`src/rtl/shift_pkg.sv`:
```
// Shared definitions for the serial transmit path: FSM state encoding,
// gap counter width and the bit counter width helper.
package shift_pkg;

   typedef enum logic [1:0] {
      ST_IDLE  = 2'd0,
      ST_SHIFT = 2'd1,
      ST_GAP   = 2'd2
   } state_e;

   // Gap counter covers a programmable gap of 0..15 idle cycles.
   localparam int GAP_CNT_W = 4;

   // Bit counter width for a word of the given width; never narrower than 1.
   function automatic int cnt_width(input int width);
      return (width <= 2) ? 1 : $clog2(width);
   endfunction

endpackage

```
`src/rtl/piso_tx.sv`:
```
// Parallel-in serial-out transmitter feeding a downstream SIPO.
//
// state    | meaning
// ---------+-----------------------------------------------------------
// ST_IDLE  | waiting for a word; din_ready high
// ST_SHIFT | presenting one data bit per cycle; ready only on last bit
//          | when no gap is configured (back-to-back words)
// ST_GAP   | GAP idle cycles after a word, nothing accepted
module piso_tx
   import shift_pkg::*;
#(
   parameter int unsigned WIDTH     = 4,
   parameter int unsigned LSB_FIRST = 1,
   parameter int unsigned GAP       = 0
) (
   input  logic             clk,
   input  logic             rst,
   input  logic [WIDTH-1:0] din,
   input  logic             din_valid,
   output logic             din_ready,
   output logic             sout,
   output logic             sout_en,
   output logic             word_done,
   output logic             busy
);

   localparam int CW = cnt_width(WIDTH);
   localparam logic [CW-1:0]        LAST_BIT = CW'(WIDTH - 1);
   // Only meaningful when GAP > 0; ST_GAP is never entered otherwise.
   localparam logic [GAP_CNT_W-1:0] GAP_LAST = (GAP == 0) ? '0 : GAP_CNT_W'(GAP - 1);

   state_e                 state_q, state_d;
   logic [WIDTH-1:0]       shreg_q, shreg_d;
   logic [CW-1:0]          bit_cnt_q, bit_cnt_d;
   logic [GAP_CNT_W-1:0]   gap_cnt_q, gap_cnt_d;

   logic                   last_bit;
   logic                   xfer;
   logic [WIDTH-1:0]       shreg_shifted;

   assign last_bit  = (state_q == ST_SHIFT) && (bit_cnt_q == LAST_BIT);
   // Ready is forced low during reset so nothing is taken while held.
   assign din_ready = !rst && ((state_q == ST_IDLE) || (last_bit && (GAP == 0)));
   assign xfer      = din_valid && din_ready;

   assign shreg_shifted = (LSB_FIRST != 0) ? {1'b0, shreg_q[WIDTH-1:1]}
                                           : {shreg_q[WIDTH-2:0], 1'b0};

   assign busy      = (state_q != ST_IDLE);
   assign sout_en   = (state_q == ST_SHIFT);
   assign word_done = last_bit;
   assign sout      = sout_en && ((LSB_FIRST != 0) ? shreg_q[0] : shreg_q[WIDTH-1]);

   // State, shift register and counters; reset abandons any word in flight.
   always_ff @(posedge clk or posedge rst) begin
      if (rst) begin
         state_q   <= ST_IDLE;
         shreg_q   <= '0;
         bit_cnt_q <= '0;
         gap_cnt_q <= '0;
      end else begin
         state_q   <= state_d;
         shreg_q   <= shreg_d;
         bit_cnt_q <= bit_cnt_d;
         gap_cnt_q <= gap_cnt_d;
      end
   end

   // Next-state: load on transfer, shift per bit, then reload, gap or idle.
   always_comb begin
      state_d   = state_q;
      shreg_d   = shreg_q;
      bit_cnt_d = bit_cnt_q;
      gap_cnt_d = gap_cnt_q;
      case (state_q)
         ST_IDLE: begin
            if (xfer) begin
               state_d   = ST_SHIFT;
               shreg_d   = din;
               bit_cnt_d = '0;
            end
         end
         ST_SHIFT: begin
            shreg_d   = shreg_shifted;
            bit_cnt_d = bit_cnt_q + CW'(1);
            if (last_bit) begin
               bit_cnt_d = '0;
               if (xfer) begin
                  shreg_d = din;
               end else if (GAP != 0) begin
                  state_d   = ST_GAP;
                  gap_cnt_d = '0;
               end else begin
                  state_d = ST_IDLE;
               end
            end
         end
         ST_GAP: begin
            gap_cnt_d = gap_cnt_q + GAP_CNT_W'(1);
            if (gap_cnt_q == GAP_LAST) begin
               state_d   = ST_IDLE;
               gap_cnt_d = '0;
            end
         end
         default: begin
            state_d = ST_IDLE;
         end
      endcase
   end

endmodule
```
`config.mk`:
```
export PLATFORM = sky130hd
export DESIGN_NAME = piso_tx
export DESIGN_NICKNAME = d
export VERILOG_FILES = /design/src/rtl/shift_pkg.sv /design/src/rtl/piso_tx.sv
export SDC_FILE = /design/constraint.sdc
export NUM_CORES = 1
export LEC_CHECK = 0
export BUFFER_PORTS_ARGS = -buffer_cell sky130_fd_sc_hd__buf_2
export CORE_AREA = 2 2 39 41
export DETAILED_ROUTE_END_ITERATION = 12
export DIE_AREA = 0 0 41 43
export PLACE_DENSITY = 0.65
export SLEW_MARGIN = 20
export SYNTH_ARGS = -nofsm -noshare
export SYNTH_HDL_FRONTEND = slang
export SYNTH_SLANG_ARGS = --single-unit
```
`constraint.sdc`:
```
create_clock -name clk -period 1.6 [get_ports clk]
set_clock_uncertainty 0.15 [all_clocks]
set_input_delay 0.08 -clock clk [delete_from_list [all_inputs] [get_ports clk]]
set_output_delay 0.08 -clock clk [all_outputs]
set_load 0.03 [all_outputs]
```
==> impl_metrics.ini <==
[status]
outcome = completed

[detailed_routing]
avgViaCountPerCell = 4.547
routed_wl_um = 767
drcViolationCount = 0
vias = 341
dr.pass1.iters = 4
first_iter_violations = 8
route.detailed.wl_per_inst_um = 10.23
ant_nets = 0

[job]
cap_violations = 0

[layout]
multi_input_area_um2 = 241.5
final_util_pct = 42.59
seq_area_um2 = 176.4
fillers = 141
area_delta_synth_final_pct = 42.30
nNetsFinal = 69
drive_above_1_share_pct = 50.85
antenna_cells = 0

[placement]
dp_hpwl_um = 598.7
routabilityCongestion = 0.6858
portBuffers = 11
pre_cts_ws_ns = -0.02806

[setup_path]
critPathKind = flip-flop to flip-flop
cp.required_ns = 1.58
cp_max_fo = 10
cp-end-kind = flip-flop
crit_path_start_kind = flip-flop
cp.arrival_ns = 1.55

[clock_network]
insertion_delay_ns = 0.25
cts_tree = done
clk_pin_slew_worst_paths_ns = 0.06
cts_setup_buffers = 0
root_buffer = clkbuf_4
numCtsBuffers = 3
htreeDepth = 1
cts.sinks = 7
cts_buffer_depth = 2

[logic_synthesis]
syn_area_um2 = 414.1
ys_top_cells_by_count = 7 x dfrtp_1, 5 x inv_1, 3 x a2bb2oi_1, 3 x a31o_1, 3 x nand2_1
ys.flop_type = dfrtp_1
yosysTopAreaCell = dfrtp_1
synth_cell_type_count = 20
synth_cells = 41
ys_async_sr_fraction_pct = 100.0
synth_fp_nets = 50
synth-seq-cells = 7
ys_seq_area_share_pct = 42.30
synth-warning-count = 0
synth_top_area_share_pct = 42.30
synth-edff-count = 0
synth_most_common_cell = dfrtp_1
avgSynthCellArea_um2 = 10.10
synth.area.top_cells = dfrtp_1 42%, a2bb2oi_1 6.3%, a31o_1 6.3%

[sta]
max_freq_mhz = 635.2
finalMaxSlewViolations = 0
setup_viol = 0
layout_setup_ws_ns = 0.02567
rsz0062_at_grt = true
post-route-period-util_pct = 98.40
slew_headroom_pct = 81.80
fin_crit_ns = 1.574
finalHoldViolCount = 0
tightestPinTransition_ns = 0.2726

[global_routing]
grt_pass1_wl_um = 1248
grt_max_degree = 12
grt_usage_pct = 10.77
overflow = 0
grt_pass1_vias = 332
antenna_found_initial = 0

[floorplanning]
dieArea_mm2 = 0.001763
initial_core_util_pct = 29.93
die_y_um = 43
rows = 14
die_w_um = 41
core-area_mm2 = 0.001384
ios = 12

[worst_hold_path]
hold_path.class = input port to flip-flop

[power]
ir_drop_mv = 0.5892
p_leak_uw = 0.0002920
powerDensity_mw_per_mm2 = 2079
[state kept, by name, indices dropped and copies added, names as in the netlist]
register,flops
bit_cnt_q,2
shreg_q,4
state_q,1
[through the flow]
step	instance area [um2]	hold slack (ns)	instances	power [uW]	setup TNS [ns]
final	589.3	0.05699	75	1225	0
after global routing	589.3	0.06377	75	1343	-0.2427
after CTS	583.1	0.05494	75	1225	0
after detailed placement	546.8	-0.07803	70	1055	-0.06490
after global placement	546.8	-0.08455	70	1041	-0.003071
after floorplan	464.2	-0.2667	41	899.5	-1.254
[worst max-delay path, cell delays in order, from the launching register on]
cell	delay, ns
dfrtp_1	0.38
ha_4	0.15
inv_2	0.04
a21oi_4	0.14
nand2_2	0.07
ha_4	0.20
a31o_1	0.19
a2bb2oi_1	0.13
[routing by layer]
metal  up-vias  GRT usage [%]  routed length, um
met5         -              0                  0
met4         0          8.000                  0
met3         0          1.571                 27
met2         9          17.50                351
met1       155          11.71                388
li1        177              -                  -
[power breakdown]
group          switching, uW  leakage (uW)  internal, uW  total [uW]
registers               62.6     0.0000848           263         326
clock network           63.9     0.0000150          95.1         159
logic                    382      0.000192           358         741
total                    509      0.000292           716        1230
[placed cells by master (no fill, tap or decap)]
cell type	n
nor4_2	1
clkbuf_1	1
a21o_1	1
nand3b_4	1
a21boi_0	1
dlygate4sd3_1	1
nand2_1	2
nor2_1	2
a21oi_1	1
o21ai_0	1
inv_2	2
ha_4	2
mux2_2	1
dfrtp_1	6
a2bb2oi_1	3
a21boi_1	2
inv_1	4
buf_2	11
nand2_2	1
and2_1	1
a21oi_4	1
clkbuf_4	3
buf_4	5
a21boi_2	1
a31o_1	3
dfrtp_2	1
[logic make-up (layout without fill, tap and decap cells)]
kind of cell               after synthesis  after routing  synth area share (%)
AOI/OAI and AO/OA                       14             14                 26.29
buffers and inverters                    9             27                 10.27
and+or+nand+nor                          8              8                 12.39
DFF                                      7              7                 42.30
adders and majority gates                2              2                 6.041
muxes                                    1              1                 2.719
[repair_timing]
item | CTS | global route
setup endpoints to repair | 5 | 5
hold buffers | 1 | 0
hold endpoints to repair | 7 | 0
gates resized for setup | 1 | 1
pin swaps | 1 | 0
[path summary, 6_finish.rpt]
| kind | depth (start not counted) | slack (ns) | start | endpoint |
|---|---|---|---|---|
| min in group asynchronous | 3 | 0.20 | rst | shreg_q[0] |
| setup / recovery | 7 | 0.03 | bit_cnt_q[1] | shreg_q[2] |
| max in group asynchronous | 3 | 0.87 | rst | state_q[0] |
| setup reg to reg | 7 | 0.03 | bit_cnt_q[1] | shreg_q[2] |
| hold reg to reg | 2 | 0.35 | shreg_q[0] | shreg_q[0] |
| hold / removal | 3 | 0.06 | din[0] | shreg_q[0] |
[final cells by class]
class	instances	area share, %
flip-flops and latches	7	29.94
inverters	6	3.822
repair buffers	17	17.41
multi-input cells	25	40.98
well taps	16	3.397
clock buffers	4	4.459
(Power assumes the default switching activity.)
